## src/rtl/uart_program_loader_pkg.sv

```systemverilog
`default_nettype none
// ============================================================================
//  Module   : uart_program_loader_pkg
//  Purpose  : Shared constants and state encodings for the UART program
//             loader and its serial receiver.
//  Revision : 1.0 - initial release
// ============================================================================
package uart_program_loader_pkg;

    // Frame constants
    localparam logic [7:0] SYNC_BYTE  = 8'hA5;
    localparam int         WORD_BYTES = 4;

    // Loader FSM encoding
    localparam int         LDR_STATE_W = 3;
    localparam logic [2:0] ST_IDLE  = 3'd0;
    localparam logic [2:0] ST_LEN0  = 3'd1;
    localparam logic [2:0] ST_LEN1  = 3'd2;
    localparam logic [2:0] ST_DATA  = 3'd3;
    localparam logic [2:0] ST_CHECK = 3'd4;
    localparam logic [2:0] ST_DONE  = 3'd5;
    localparam logic [2:0] ST_ERROR = 3'd6;

    // Receiver FSM encoding
    localparam int         RX_STATE_W = 2;
    localparam logic [1:0] RX_IDLE  = 2'd0;
    localparam logic [1:0] RX_START = 2'd1;
    localparam logic [1:0] RX_DATA  = 2'd2;
    localparam logic [1:0] RX_STOP  = 2'd3;

endpackage : uart_program_loader_pkg
`default_nettype wire

```

## src/rtl/uart_program_loader_uart_rx.sv

```systemverilog
`default_nettype none
// ============================================================================
//  Module   : uart_program_loader_uart_rx
//  Purpose  : 8N1 UART receiver: 2-flop synchroniser, mid-bit sampling,
//             one-cycle byte_valid / frame_err pulses at the stop-bit centre.
//  Revision : 1.0 - initial release
// ============================================================================
module uart_program_loader_uart_rx
    import uart_program_loader_pkg::*;
#(
    parameter int CLKS_PER_BIT = 868
) (
    input  logic       clk,
    input  logic       rst,
    input  logic       i_rx,
    output logic [7:0] o_rx_data,
    output logic       o_byte_valid,
    output logic       o_frame_err
);

    localparam int                 c_CNT_W = $clog2(CLKS_PER_BIT + 1);
    localparam logic [c_CNT_W-1:0] c_FULL  = c_CNT_W'(CLKS_PER_BIT - 1);
    localparam logic [c_CNT_W-1:0] c_HALF  = c_CNT_W'(CLKS_PER_BIT / 2 - 1);
    localparam logic [c_CNT_W-1:0] c_ONE   = c_CNT_W'(1);

    logic                  r_sync1;
    logic                  r_sync2;
    logic [RX_STATE_W-1:0] r_state;
    logic [RX_STATE_W-1:0] w_next_state;
    logic [c_CNT_W-1:0]    r_cnt;
    logic [2:0]            r_bit;
    logic [7:0]            r_shift;
    logic                  w_cnt_done;

    // The start bit is re-checked after half a bit; every later bit after a full bit
    assign w_cnt_done = (r_state == RX_START) ? (r_cnt == c_HALF) : (r_cnt == c_FULL);

    // Two-flop synchroniser for the asynchronous line, reset to the idle level
    always_ff @(posedge clk) begin
        if (rst) begin
            r_sync1 <= 1'b1;
            r_sync2 <= 1'b1;
        end else begin
            r_sync1 <= i_rx;
            r_sync2 <= r_sync1;
        end
    end

    // Receiver state register
    always_ff @(posedge clk) begin
        if (rst) begin
            r_state <= RX_IDLE;
        end else begin
            r_state <= w_next_state;
        end
    end

    // Receiver next-state logic
    always_comb begin
        w_next_state = r_state;
        case (r_state)
            RX_IDLE:  if (!r_sync2) w_next_state = RX_START;
            RX_START: if (w_cnt_done) w_next_state = r_sync2 ? RX_IDLE : RX_DATA;
            RX_DATA:  if (w_cnt_done && (r_bit == 3'd7)) w_next_state = RX_STOP;
            RX_STOP:  if (w_cnt_done) w_next_state = RX_IDLE;
            default:  w_next_state = RX_IDLE;
        endcase
    end

    // Bit-timing counter, bit index and LSB-first shift register
    always_ff @(posedge clk) begin
        if (rst) begin
            r_cnt   <= '0;
            r_bit   <= '0;
            r_shift <= '0;
        end else begin
            if ((r_state == RX_IDLE) || w_cnt_done) begin
                r_cnt <= '0;
            end else begin
                r_cnt <= r_cnt + c_ONE;
            end
            if (r_state == RX_START) begin
                r_bit <= '0;
            end else if ((r_state == RX_DATA) && w_cnt_done) begin
                r_shift <= {r_sync2, r_shift[7:1]};
                r_bit   <= r_bit + 3'd1;
            end
        end
    end

    // Output decode: verdict on the stop bit at its centre
    always_comb begin
        o_rx_data    = r_shift;
        o_byte_valid = (r_state == RX_STOP) && w_cnt_done && r_sync2;
        o_frame_err  = (r_state == RX_STOP) && w_cnt_done && !r_sync2;
    end

endmodule : uart_program_loader_uart_rx
`default_nettype wire

```

## src/rtl/uart_program_loader.sv

```systemverilog
`default_nettype none
// ============================================================================
//  Module   : uart_program_loader
//  Purpose  : Receives a framed program image over UART, writes it word by
//             word into program memory, verifies an XOR checksum and holds
//             the CPU in reset until the image is accepted.
//  Revision : 1.0 - initial release
// ============================================================================
module uart_program_loader
    import uart_program_loader_pkg::*;
#(
    parameter int CLKS_PER_BIT    = 868,
    parameter int PMEM_ADDR_WIDTH = 12,
    parameter int TIMEOUT_CYCLES  = 1_000_000
) (
    input  logic                       sysclk,
    input  logic                       rst,
    input  logic                       uart_rx,
    output logic [PMEM_ADDR_WIDTH-1:0] pmem_wr_addr,
    output logic [31:0]                pmem_wr_data,
    output logic [3:0]                 pmem_byte_w_en,
    output logic                       cpu_rst,
    output logic                       load_done,
    output logic                       load_error
);

    localparam int                         c_TMO_W     = $clog2(TIMEOUT_CYCLES + 1);
    localparam logic [c_TMO_W-1:0]         c_TMO_LAST  = c_TMO_W'(TIMEOUT_CYCLES - 1);
    localparam logic [c_TMO_W-1:0]         c_TMO_ONE   = c_TMO_W'(1);
    localparam logic [PMEM_ADDR_WIDTH:0]   c_WCNT_ONE  = (PMEM_ADDR_WIDTH + 1)'(1);
    localparam logic [16:0]                c_MAX_WORDS = 17'(1) << PMEM_ADDR_WIDTH;
    localparam logic [1:0]                 c_LAST_LANE = 2'(WORD_BYTES - 1);

    logic [7:0]                 w_rx_data;
    logic                       w_byte_valid;
    logic                       w_frame_err;

    logic [LDR_STATE_W-1:0]     r_state;
    logic [LDR_STATE_W-1:0]     w_next_state;
    logic [15:0]                r_len;
    // One bit wider than the address so a full-memory image never wraps
    logic [PMEM_ADDR_WIDTH:0]   r_wcnt;
    logic [31:0]                r_word;
    logic [1:0]                 r_byte_idx;
    logic [7:0]                 r_csum;
    logic                       r_wr_pend;
    logic                       r_err;
    logic [c_TMO_W-1:0]         r_tmo;

    logic                       w_sync;
    logic [15:0]                w_len_full;
    logic [16:0]                w_words_next;
    logic                       w_tmo_active;
    logic                       w_timeout;

    uart_program_loader_uart_rx #(
        .CLKS_PER_BIT (CLKS_PER_BIT)
    ) u_rx (
        .clk          (sysclk),
        .rst          (rst),
        .i_rx         (uart_rx),
        .o_rx_data    (w_rx_data),
        .o_byte_valid (w_byte_valid),
        .o_frame_err  (w_frame_err)
    );

    assign w_sync       = w_byte_valid && (w_rx_data == SYNC_BYTE);
    assign w_len_full   = {w_rx_data, r_len[7:0]};
    assign w_words_next = 17'(r_wcnt) + 17'd1;
    assign w_tmo_active = (r_state == ST_LEN0) || (r_state == ST_LEN1) ||
                          (r_state == ST_DATA) || (r_state == ST_CHECK);
    assign w_timeout    = w_tmo_active && (r_tmo == c_TMO_LAST);

    // Loader state register
    always_ff @(posedge sysclk) begin
        if (rst) begin
            r_state <= ST_IDLE;
        end else begin
            r_state <= w_next_state;
        end
    end

    // Loader next-state logic; line faults and silence abort an open frame
    always_comb begin
        w_next_state = r_state;
        case (r_state)
            ST_IDLE, ST_DONE, ST_ERROR: begin
                if (w_sync) w_next_state = ST_LEN0;
            end
            ST_LEN0: begin
                if (w_byte_valid) w_next_state = ST_LEN1;
            end
            ST_LEN1: begin
                if (w_byte_valid) begin
                    if (17'(w_len_full) > c_MAX_WORDS) begin
                        w_next_state = ST_ERROR;
                    end else if (w_len_full == 16'd0) begin
                        w_next_state = ST_CHECK;
                    end else begin
                        w_next_state = ST_DATA;
                    end
                end
            end
            ST_DATA: begin
                if (w_byte_valid && (r_byte_idx == c_LAST_LANE) &&
                    (w_words_next == 17'(r_len))) begin
                    w_next_state = ST_CHECK;
                end
            end
            ST_CHECK: begin
                if (w_byte_valid) begin
                    w_next_state = (w_rx_data == r_csum) ? ST_DONE : ST_ERROR;
                end
            end
            default: w_next_state = ST_IDLE;
        endcase
        if (w_tmo_active && (w_frame_err || w_timeout)) begin
            w_next_state = ST_ERROR;
        end
    end

    // Frame datapath: length capture, word assembly, checksum, write strobe, timeout
    always_ff @(posedge sysclk) begin
        if (rst) begin
            r_len      <= '0;
            r_wcnt     <= '0;
            r_word     <= '0;
            r_byte_idx <= '0;
            r_csum     <= '0;
            r_wr_pend  <= 1'b0;
            r_err      <= 1'b0;
            r_tmo      <= '0;
        end else begin
            r_wr_pend <= 1'b0;
            // Address advances the cycle after its strobe
            if (r_wr_pend) begin
                r_wcnt <= r_wcnt + c_WCNT_ONE;
            end
            if (w_byte_valid) begin
                case (r_state)
                    ST_IDLE, ST_DONE, ST_ERROR: begin
                        if (w_rx_data == SYNC_BYTE) begin
                            r_wcnt     <= '0;
                            r_byte_idx <= '0;
                            r_csum     <= '0;
                            r_err      <= 1'b0;
                        end
                    end
                    ST_LEN0: r_len[7:0]  <= w_rx_data;
                    ST_LEN1: r_len[15:8] <= w_rx_data;
                    ST_DATA: begin
                        r_word[8*r_byte_idx +: 8] <= w_rx_data;
                        r_csum                    <= r_csum ^ w_rx_data;
                        r_byte_idx                <= r_byte_idx + 2'd1;
                        if (r_byte_idx == c_LAST_LANE) begin
                            r_wr_pend <= 1'b1;
                        end
                    end
                    default: ;
                endcase
            end
            if ((w_next_state == ST_ERROR) && (r_state != ST_ERROR)) begin
                r_err <= 1'b1;
            end
            if (!w_tmo_active || w_byte_valid) begin
                r_tmo <= '0;
            end else begin
                r_tmo <= r_tmo + c_TMO_ONE;
            end
        end
    end

    // Output decode
    always_comb begin
        cpu_rst        = (r_state != ST_DONE);
        load_done      = (r_state == ST_DONE);
        load_error     = r_err;
        pmem_byte_w_en = r_wr_pend ? 4'b1111 : 4'b0000;
        pmem_wr_addr   = r_wcnt[PMEM_ADDR_WIDTH-1:0];
        pmem_wr_data   = r_word;
    end

endmodule : uart_program_loader
`default_nettype wire

```

## config.mk

```make
export PLATFORM = sky130hd
export DESIGN_NAME = uart_program_loader
export DESIGN_NICKNAME = d
export VERILOG_FILES = /design/src/rtl/uart_program_loader_pkg.sv /design/src/rtl/uart_program_loader_uart_rx.sv /design/src/rtl/uart_program_loader.sv
export SDC_FILE = /design/constraint.sdc
export NUM_CORES = 1
export LEC_CHECK = 0
export ABC_AREA = 1
export CAP_MARGIN = 20
export CELL_PAD_IN_SITES_DETAIL_PLACEMENT = 1
export CELL_PAD_IN_SITES_GLOBAL_PLACEMENT = 2
export CORE_MARGIN = 2
export CORE_UTILIZATION = 29
export DETAILED_ROUTE_END_ITERATION = 12
export PLACE_DENSITY_LB_ADDON = 0.12
export RECOVER_POWER = 25
export SLEW_MARGIN = 15
export SYNTH_ARGS = -nofsm -noshare
export SYNTH_HDL_FRONTEND = slang
export SYNTH_SLANG_ARGS = --single-unit
```

## constraint.sdc

```tcl
create_clock -name sysclk -period 2.35 [get_ports sysclk]
set_clock_uncertainty 0.2 [all_clocks]
set_input_delay 0.705 -clock sysclk [delete_from_list [all_inputs] [get_ports sysclk]]
set_output_delay 0.705 -clock sysclk [all_outputs]
set_load 0.02 [all_outputs]
```

==> results of run 1 <==
cell usage in the layout (no fill, tap or decap), types with 31 or more instances in the layout:
cell type and n:
nand2_1 200, dfxtp_1 110, inv_1 99, nor2_1 81, a21oi_1 75, nand3_1 63, buf_4 38, o21ai_0 33
clkdlybuf4s50_1 33, nor3_1 31
flip-flops by register name, summed over array words and instances (netlist names), 8 cells and up, named ones only:
| register | cells |
|---|---|
| r_len | 16 |
| r_tmo | 20 |
| r_csum | 8 |
| u_rx.r_cnt | 10 |
| pmem_wr_data | 32 |
| u_rx.o_rx_data | 8 |
| r_wcnt | 13 |
synthesized netlist by cell type, types with 11 or more instances:
cell | count | area (sq um)
a21oi_1 | 76 | 380
buf_4 | 18 | 135
clkbuf_1 | 18 | 67.6
dfxtp_1 | 121 | 2420
ha_1 | 11 | 138
inv_1 | 101 | 379
nand2_1 | 202 | 758
nand3_1 | 65 | 325
nand4_1 | 20 | 125
nor2_1 | 87 | 327
nor3_1 | 30 | 150
o21ai_0 | 34 | 170
xor2_1 | 18 | 158
metrics by stage:
stage / worst slack [ns] / cell area [sq um]
CTS: 0.0000346 / 7630
global placement: 0.0902 / 6980
floorplan: 0.169 / 6030
detailed placement: -0.00319 / 6980
finish: 0.0725 / 7680
global route: -0.0738 / 7680
path summary, 6_finish.rpt:
kind,from,endpoint,cells after the start
max,pmem_wr_data[15]$_SDFFE_PP0P_,pmem_wr_data[15],1
min,u_rx.r_sync1$_SDFF_PP1_,u_rx.r_sync2$_SDFF_PP1_,1
max reg2reg,r_byte_idx[0]$_SDFFE_PP0P_,pmem_wr_data[0]$_SDFFE_PP0P_,7
min reg2reg,u_rx.r_sync1$_SDFF_PP1_,u_rx.r_sync2$_SDFF_PP1_,1
per-layer routing:
layer / vias to the layer above / part of all wire [%]
met4: 0 / 2.1
met5: - / 0
met3: 27 / 2.7
li1: 2955 / -
met1: 2713 / 46
met2: 78 / 49
power by group through the flow:
stage	registers (mW)	logic, mW	clock network (mW)
final	2.06	0.0863	2.94
after detailed placement	2.11	0.0890	0
after global placement	2.11	0.0857	0
after global routing	2.06	0.0987	3.12
after floorplan	2.11	0.0626	0
after CTS	2.07	0.0892	3.01
cells by family after synthesis:
| logic type | count (synthesis) | share of synthesized area, % |
|---|---|---|
| buffers and inverters | 149 | 10.6 |
| DFF | 121 | 40.2 |
| AOI/OAI and AO/OA | 127 | 11.2 |
| xor gates and xnor gates | 22 | 3.42 |
| adders and majority gates | 11 | 2.28 |
| and+or+nand+nor | 439 | 32.3 |
timing repair:
item,4_1_cts,5_1_grt
hold buffers,0,0
resized for setup,25,34
endpoints found under the setup margin,19,32
cell type report:
| cell class | instances | area, sq um |
|---|---|---|
| Fill cell | 2549 | 12600 |
| Multi-Input combinational cell | 599 | 3020 |
| Sequential cell | 121 | 2450 |
| Timing Repair Buffer | 95 | 793 |
| Clock buffer | 20 | 467 |
| Inverter | 109 | 417 |
| Tap cell | 270 | 338 |
| Clock inverter | 12 | 195 |
==> impl_results.md, run 1 <==
* Status: finished, final reports clean
* Worst vdd ir at 487 uV
* Nets@finish at 957
* Fmax at 439 MHz
* Leakage at around 3.1 nW
* Final TNS setup at 0 ns
* Largest net degree at the start of global routing at 49
* Pre-Repair DR Iteration Count at 4
* Syn_nets at 883
* Pwr per Cell Area at 663 nW/um^2
* WP data required at 1.44 ns
* CTS tree: built
* Ant diodes at 0
* Vias in the first global route at 5958
* M3 GR Usage at between 3 and 4%
* Worst path bufs/invs at 1
* Finished Core Util at 37.8%
* Worst hold path type: reg -> reg
* Max FO, Critical Path at 2
* CP peak stage delay at 0.61 ns
* Register clock-pin slew on the reported worst setup and hold paths at 0.06 ns
* Number of routed nets with antenna violations at 0
* Via Count at 5773
* Clock share of power at 57.7%
* Mean Syn Cell Area at between 6 and 7 sq um
* Grt total ovfl at 0
* P_int at 4.04 mW
* Post-synthesis cell type count at 39
* Finished Layout Cells at 1226
* Gr busiest metal: met2
* Final Hold Fails at 0
* Cts bufs inserted at 17
* Total GRT Usage at 16.8%
* Crit Path Class: reg -> out
* Critical path arrival at approximately 1.4 ns
* P_sw at 1.05 mW
* Overall Power at between 5 and 6 mW
* Core Footprint at ~20000 sq um
* Routing usage on met1 at 20.2%
* Clk root buf: clkbuf_16
* WL per Instance at 14.4 um
* IO Pins at 54
* CP Launch Type: flop
* Die height at 148 um
* DR iter-0 viols at just under 200
* R2R setup slack at 0.14 ns
* Routability congestion estimate at 0.784
* Logic gate share of total power at around 1.7%
* CTS max path bufs at 2
* CP cell instances: clkdlybuf4s50_1
* DP Cell Count at 1194
* Sequential fraction of the synthesis area at 40.2%
* Die ar. at 22000 sq um
* Switching Fraction at between 20 and 25%
* Synth Instances at 869
* Met2 Use GR at around 30%
* First-pass GRT wire length at 29.3 mm
* Post-synth EDFFs at 0
* Min cycle time layout at 2.28 ns
* Buffer count from post-CTS setup fixing at 0
* I/O Buffers at 53
* Worst Tran Pin Value at 0.995 ns
* Die X at between 100 and 150 um
* Max H-tree Level at 4
* Rel. slew slack at 33.6%
* # rows at 52
* Slew Limit Fails at 0
* Asr flop ratio synth at 0%
* Period utilization at just under 100%
* Crit. End Element: output pin
* DRC Markers at 0
* Worst path slowest cell: clkdlybuf4s50_1
* RSZ-0062 raised after global routing: true
* # Max-Cap Violations at 0
* Final setup fails at 0
* Clock Sinks at ~120
* Initial antenna violation count at 0
* Top delay family on crit path: buffers and inverters
* Flop pwr share at 40.6%
* Main synth FF type: dfxtp_1
* Post-DP HPWL at 13.3 mm
* DR vias/cell at 4.71
* Area grow syn2layout at 27.3%
* Initial Utilization at just under 30%
* Synth Register Bits at 121
* Worst skew pair latency at 0.42 ns
* Mapped cell area at 6030 sq um
* Final hold slack at 0.210 ns
* Synthesis Warnings at 0
* Share of cells above drive strength 1 at 12.9%
* Routed wire length at between 15 and 20 mm
No activity file was read; power rests on OpenSTA's default activity.
==> run 2, diff against run 1 <==
--- a/config.mk
+++ b/config.mk
@@ -9,10 +9,9 @@
 export CAP_MARGIN = 20
 export CELL_PAD_IN_SITES_DETAIL_PLACEMENT = 1
 export CELL_PAD_IN_SITES_GLOBAL_PLACEMENT = 2
-export CORE_MARGIN = 2
 export CORE_UTILIZATION = 29
 export DETAILED_ROUTE_END_ITERATION = 12
-export PLACE_DENSITY_LB_ADDON = 0.12
+export PLACE_DENSITY = 0.8
 export RECOVER_POWER = 25
 export SLEW_MARGIN = 15
 export SYNTH_ARGS = -nofsm -noshare
==> run 2 against run 1 <==
Against the previous run: routed wire length decreased by 7.0%; clock power increased by 5%; sequential cell count unchanged; die area decreased by 2.7%; combinational power increased by 5.1%; sequential power about the same.
==> impl_results.md, run 2 (synthesis results as in run 1) <==
* Status: finished, final reports clean
* DR WL met3 at 354 um (-27%)
* Area grow syn2layout at 27.3% (about the same)
* Final setup fails at 0 (unchanged)
* Total GRT Usage at 16.1% (-0.62 points)
* Register clock-pin slew on the reported worst setup and hold paths at 0.06 ns (about the same)
* Clk root buf: clkbuf_16
* Routed wire length at 16.4 mm (-7.0%)
* Initial Utilization at 29.7% (unchanged)
* Slew Limit Fails at 0 (unchanged)
* Met2 wire len at 7.94 mm (-8.5%)
* Top delay family on crit path: buffers and inverters
* R2R setup slack at 0.17 ns (+0.03 ns)
* Worst r2r dst: pmem_wr_data[30]$_SDFFE_PP0P_
* Largest net degree at the start of global routing at 49 (unchanged)
* Final Hold Fails at 0 (unchanged)
* Post-DP HPWL at 12.2 mm (-8.8%)
* Worst hold path type: reg -> reg
* Routability congestion estimate at 0.773 (-1.5%)
* Fillers at 2561 (+0.47%)
* DR vias/cell at 4.64 (-1.4%)
* Max H-tree Level at 4 (unchanged)
* Die X at 146 um (-1.3%)
* Worst path slowest cell: clkdlybuf4s50_1
* CTS tree: built
* Overall Power at 5.25 mW (+3.3%)
* Max FO, Critical Path at 2 (unchanged)
* CTS max path bufs at 2 (unchanged)
* Die height at 146 um (-1.3%)
* Initial antenna violation count at 0 (unchanged)
* Reg2Reg Launch Point: u_rx.r_state[0]$_SDFFE_PP0P_
* Pre-Repair DR Iteration Count at 4 (unchanged)
* Met1 WL at 7.90 mm (-2.3%)
* Vias in the first global route at 5626 (-5.6%)
* Max FFs per register at 32 (unchanged)
* DR iter-0 viols at 147 (-24%)
* CP peak stage delay at 0.61 ns (about the same)
* Worst Tran Pin Value at 0.519 ns (-0.476 ns)
* Worst reg-to-reg path cell count at 14 (+7)
* Die ar. at 21400 sq um (-2.7%)
* RSZ-0062 raised after global routing: true
* Worst skew pair latency at 0.42 ns (about the same)
* Buffer count from post-CTS setup fixing at 0 (unchanged)
* IO Pins at 54 (unchanged)
* Hold endpoint: u_rx.r_sync2$_SDFF_PP1_
* Commonest non-fill, non-tap cell in the layout: nand2_1
* WL per Instance at 13.4 um (-6.8%)
* Finished Core Util at 37.8% (about the same)
* # rows at 52 (unchanged)
* Pwr per Cell Area at 685 nW/um^2 (+3.3%)
* First-pass GRT wire length at 27.6 mm (-5.6%)
* Leakage at 3.16 nW (+0.32%)
* Crit. End Element: output pin
* Clock Sinks at 121 (unchanged)
* Via Count at 5678 (-1.6%)
* Dpl cell area at 6980 sq um (about the same)
* Critical path arrival at 1.39 ns (+0.02 ns)
* Final hold slack at 0.208 ns (-0.00262 ns)
* Nets@finish at 954 (-0.31%)
* Ant diodes at 0 (unchanged)
* Launch point of the worst path: pmem_wr_data[8]$_SDFFE_PP0P_
* Worst vdd ir at 443 uV (-8.9%)
* Number of routed nets with antenna violations at 0 (unchanged)
* Rel. slew slack at 65.4% (+32 points)
* Design area at 7670 sq um (about the same)
* Share of cells above drive strength 1 at 11.4% (-1.4 points)
* Multi-input logic area at 3000 sq um (-0.50%)
* # Max-Cap Violations at 0 (unchanged)
* DRC Markers at 0 (unchanged)
* Cts bufs inserted at 17 (unchanged)
* Crit Path Class: reg -> out
* I/O Buffers at 53 (unchanged)
* Period utilization at 97.5% (+0.63 points)
* CP cell instances: clkdlybuf4s50_1
* Core Footprint at 20300 sq um (unchanged)
* WP data required at 1.44 ns (about the same)
* Most frequent cells in the layout: nand2_1, dfxtp_1, inv_1
* CP Launch Type: flop
* Hold depth at 1 (unchanged)
* Fmax at 436 MHz (-0.64%)
* Min cycle time layout at 2.29 ns (+0.0148 ns)
* Worst path bufs/invs at 1 (unchanged)
* Grt total ovfl at 0 (unchanged)
* Hold path start: u_rx.r_sync1$_SDFF_PP1_
* Max Used Layer: met4
* FF+latch area at 2440 sq um (-0.46%)
==> run 2: how the worst max path moves through the flow <==
stage / end / slack, ns / cells past startpoint
after global placement: load_error$_SDFFE_PP0P_ / 0.04 / 15
final: pmem_wr_data[8] / 0.06 / 1
after detailed placement: load_error$_SDFFE_PP0P_ / -0.02 / 15
after CTS: load_done / 0.0006 / 4
after global routing: load_error$_SDFFE_PP0P_ / -0.05 / 18
after floorplan: pmem_wr_data[6]$_SDFFE_PP0P_ / 0.17 / 8
==> run 2: layout make-up <==
type                    count  share of cell area [%]
inverters                 109                    5.48
clock inverters            12                    3.20
well taps                 270                    4.40
repair buffers             92                    10.2
clock buffers              20                    5.82
multi-input cells         599                    39.1
flip-flops and latches    121                    31.8
==> run 2: through the flow <==
stage          setup WS (ns)  std cells  setup TNS [ns]
2_1_floorplan          0.169        869               0
3_3_place_gp          0.0378       1191               0
3_5_place_dp         -0.0225       1191         -0.0225
4_1_cts             0.000633       1223               0
5_1_grt              -0.0482       1223         -0.0742
6_report              0.0578       1223               0
==> run 2: metal layers <==
layer / GRT usage (%) / up-vias
met4: 4.69 / 0
met1: 20.3 / 2659
met2: 27.5 / 50
li1: - / 2954
met3: 3.66 / 15
met5: 0 / -
==> run 2: where the power goes <==
part / leakage, nW / internal, mW / switching (mW)
Combinational: 1.84 / 0.0272 / 0.0635
Clock: 0.334 / 2.12 / 0.975
Sequential: 0.980 / 2.06 / 0.00697
==> run 2: timing repair <==
item / in CTS / in global routing
gates resized for setup: 25 / 25
hold buffers: 0 / 0
pin swaps: 0 / 2
endpoints found under the setup margin: 20 / 43
==> run 3, diff against run 2 <==
--- a/config.mk
+++ b/config.mk
@@ -9,11 +9,12 @@
 export CAP_MARGIN = 20
 export CELL_PAD_IN_SITES_DETAIL_PLACEMENT = 1
 export CELL_PAD_IN_SITES_GLOBAL_PLACEMENT = 2
-export CORE_UTILIZATION = 29
+export CORE_UTILIZATION = 35
 export DETAILED_ROUTE_END_ITERATION = 12
-export PLACE_DENSITY = 0.8
+export PLACE_DENSITY = 0.9
 export RECOVER_POWER = 25
 export SLEW_MARGIN = 15
 export SYNTH_ARGS = -nofsm -noshare
 export SYNTH_HDL_FRONTEND = slang
+export SYNTH_HIERARCHICAL = 1
 export SYNTH_SLANG_ARGS = --single-unit
==> constraint.sdc (replaced) <==
create_clock -name sysclk -period 2.9 [get_ports sysclk]
set_clock_uncertainty 0.2 [all_clocks]
set_input_delay 0.87 -clock sysclk [delete_from_list [all_inputs] [get_ports sysclk]]
set_output_delay 0.87 -clock sysclk [all_outputs]
set_load 0.02 [all_outputs]
==> run 3 against run 2 <==
Against the previous run: utilization increased by 6.5 points; largest cell class unchanged; largest power group unchanged; global-route usage increased by 3.5 points; clock-buffer cell count increased by 2.
==> impl_results.md, run 3 <==
* Top-area cell type share of the netlist area at 39.9% (-0.30 points)
* Finished Core Util at 44.3% (+6.5 points)
* DR vias/cell at 4.90 (+5.6%)
* Hold depth at 1 (unchanged)
* Switching Fraction at 22.3% (+2.5 points)
* Min cycle time layout at 2.76 ns
* Synth Register Bits at 121 (unchanged)
* Worst skew pair latency at 0.42 ns (about the same)
* First-pass GRT wire length at 28.0 mm (+1.1%)
* Total GRT Usage at 19.7% (+3.5 points)
* Synth Area in XOR/XNOR at 2.31% (-1.1 points)
* Clock Sinks at 121 (unchanged)
* Commonest non-fill, non-tap cell in the layout: nand2_1
* Top delay family on crit path: buffers and inverters
* Largest cells by area after synthesis: dfxtp_1, nand2_1, nor2_1
* Via Count at 5701 (+0.41%)
* Rel. slew slack at 54.8% (-11 points)
* Max FO, Critical Path at 5 (+3)
* Mean Syn Cell Area at 6.90 sq um (-0.51%)
* Instance count on the critical path at 4 (+3)
* Fmax at 363 MHz
* Flop pwr share at 44.5% (+5.2 points)
* Mapped cell area at 6080 sq um (+0.75%)
* Max FFs per register at 32 (unchanged)
* Final Hold Fails at 0 (unchanged)
* Worst vdd ir at 482 uV (+8.7%)
* Clock share of power at 53.6% (-5.4 points)
* Worst path bufs/invs at 2 (+1)
* Final setup fails at 0 (unchanged)
* Number of routed nets with antenna violations at 0 (unchanged)
* Die height at 134 um (-8.5%)
* CP Launch Type: flop
* CP cell instances: nand2_1 > nor2_2 > inv_1 > clkdlybuf4s50_1
* Die X at 134 um (-8.5%)
* Grt total ovfl at 0 (unchanged)
* Post-synthesis cell type count at 37 (-5.1%)
* Slew Limit Fails at 0 (unchanged)
* IO Pins at 54 (unchanged)
* P_int at 2.91 mW (-31%)
* Sequential fraction of the synthesis area at 39.9% (-0.30 points)
* Count leader, synth: nand2_1
* Main synth FF type: dfxtp_1
* Post-synth EDFFs at 0 (unchanged)
* P_sw at 0.838 mW (-20%)
* CTS max path bufs at 2 (unchanged)
* Worst path slowest cell: clkdlybuf4s50_1
* Clk root buf: clkbuf_16
* Post-Synth Simple-Gate Area at 31.9% (-0.40 points)
* Initial antenna violation count at 0 (unchanged)
* Vias in the first global route at 5669 (+0.76%)
* Synthesis Warnings at 6 (+6)
* Crit Path Class: reg -> out
* Ant diodes at 0 (unchanged)
* Critical path arrival at 1.69 ns (+0.30 ns)
* Synth Area in Compound Gates at 13.0% (+1.7 points)
* Worst hold path type: reg -> reg
* Most frequent cells in the layout: nand2_1, dfxtp_1, nor2_1
* Pwr per Cell Area at 505 nW/um^2 (-26%)
* Post-DP HPWL at 11.8 mm (-3.4%)
* Crit. End Element: output pin
* Cts bufs inserted at 17 (unchanged)
* Synth Instances at 880 (+1.3%)
* Syn_nets at 894 (+1.2%)
* Worst reg-to-reg path cell count at 23 (+9)
* Logic gate share of total power at 1.9% (+0.2 points)
* Status: finished, final reports clean
* Fillers at 2158 (-16%)
* Pre-Repair DR Iteration Count at 4 (unchanged)
* Synth area leader: dfxtp_1
* Largest net degree at the start of global routing at 38 (-22%)
* WL per Instance at 14.2 um (+5.7%)
* CTS tree: built
* # Max-Cap Violations at 0 (unchanged)
* I/O Buffers at 53 (unchanged)
* Hold Buf Count CTS at 0 (unchanged)
* Die ar. at 17900 sq um (-16%)
* Asr flop ratio synth at 0% (unchanged)
* Max H-tree Level at 4 (unchanged)
* WP data required at 1.83 ns (+0.39 ns)
* Share of cells above drive strength 1 at 9.86% (-1.6 points)
* Main combinational cell family by area after synthesis: simple AND/OR/NAND/NOR gates
* Top cells by count, synth: nand2_1, dfxtp_1, nor2_1
* Initial Utilization at 36.3% (+6.5 points)
* Routability congestion estimate at 0.808 (+4.6%)
* Period utilization at 95.1%
* Worst Tran Pin Value at 0.675 ns (+0.156 ns)
* Overall Power at 3.75 mW (-29%)
* Leakage at 2.96 nW (-6.2%)
* Routed wire length at 16.5 mm (+0.48%)
* Core Footprint at 16800 sq um (-17%)
* # rows at 47 (-9.6%)
* Proportion of synthesized area in mux cells at 0% (unchanged)
* DRC Markers at 0 (unchanged)
* Area grow syn2layout at 22.3%
* Post-synthesis adder-cell area fraction at 2.27% (-0.017 points)
* Nets@finish at 944 (-1.0%)
* DR iter-0 viols at 223 (+52%)
* CP peak stage delay at 0.53 ns (-0.08 ns)
* RSZ-0062 raised after global routing: true
* Register clock-pin slew on the reported worst setup and hold paths at 0.05 ns (about the same)
[run 3: cell count changes after synthesis, sizes merged, moves of 5 or more]
cell	previous run	this run
nor2	90	122
nand2	208	193
o21ai	35	48
nand3	66	56
xor2	18	8
nor3	31	22
or3	8	0
o211a	0	7
o211ai	8	2
xnor2	3	8
[run 3: per-layer routing]
metal	vias to the layer above	track usage [%]	part of all wire, %
li1	2950	-	-
met1	2674	25.3	49
met2	60	32.5	47
met3	17	3.92	2.6
met4	0	6.88	1.4
met5	-	0	0
[run 3: cells by family after synthesis]
kind of cell,count (synthesis)
DFF,121
xor gates and xnor gates,16
adders and majority gates,11
and+or+nand+nor,438
AOI/OAI and AO/OA,143
buffers and inverters,151
[run 3: per-stage QoR]
step                      setup TNS [ns]  hold WS, ns  setup WS, ns  area (sq um)  std cells
after floorplan                        0        0.189         0.464          6080        880
after global placement                 0        0.203         0.178          6800       1129
after detailed placement               0        0.213        0.0195          6800       1129
after CTS                              0        0.226        0.0251          7360       1161
after global routing             -0.0379        0.238       -0.0306          7430       1163
final                                  0        0.217         0.143          7430       1163
[run 3: cell type report]
type	count	area (sq um)	area share (%)
multi-input combinational	608	3050	41.0
inverter	106	402	5.41
clock buffer	22	464	6.25
sequential	121	2430	32.7
timing repair buffer	76	714	9.62
clock inverter	10	93.8	1.26
tap	220	275	3.70
[run 3: power by group through the flow]
stage	Sequential, mW	Combinational [mW]	Clock [mW]
CTS	1.67	0.0709	2.05
global placement	1.71	0.0706	0
global route	1.67	0.0803	2.11
detailed placement	1.71	0.0708	0
finish	1.67	0.0713	2.01
floorplan	1.71	0.0416	0
[run 3: final timing paths]
check / startpoint / slack (ns) / endpoint
max: r_state[0]$_SDFF_PP0_ / 0.14 / cpu_rst
min reg2reg: u_rx/r_sync1$_SDFF_PP1_ / 0.22 / u_rx/r_sync2$_SDFF_PP1_
min: u_rx/r_sync1$_SDFF_PP1_ / 0.22 / u_rx/r_sync2$_SDFF_PP1_
max reg2reg: u_rx/r_cnt[7]$_SDFF_PP0_ / 0.31 / load_error$_SDFFE_PP0P_
[run 3: repair_timing]
action	in CTS	in global routing
endpoints found under the setup margin	3	37
resized for setup	2	18
pin swaps	0	4
buffers inserted	0	2
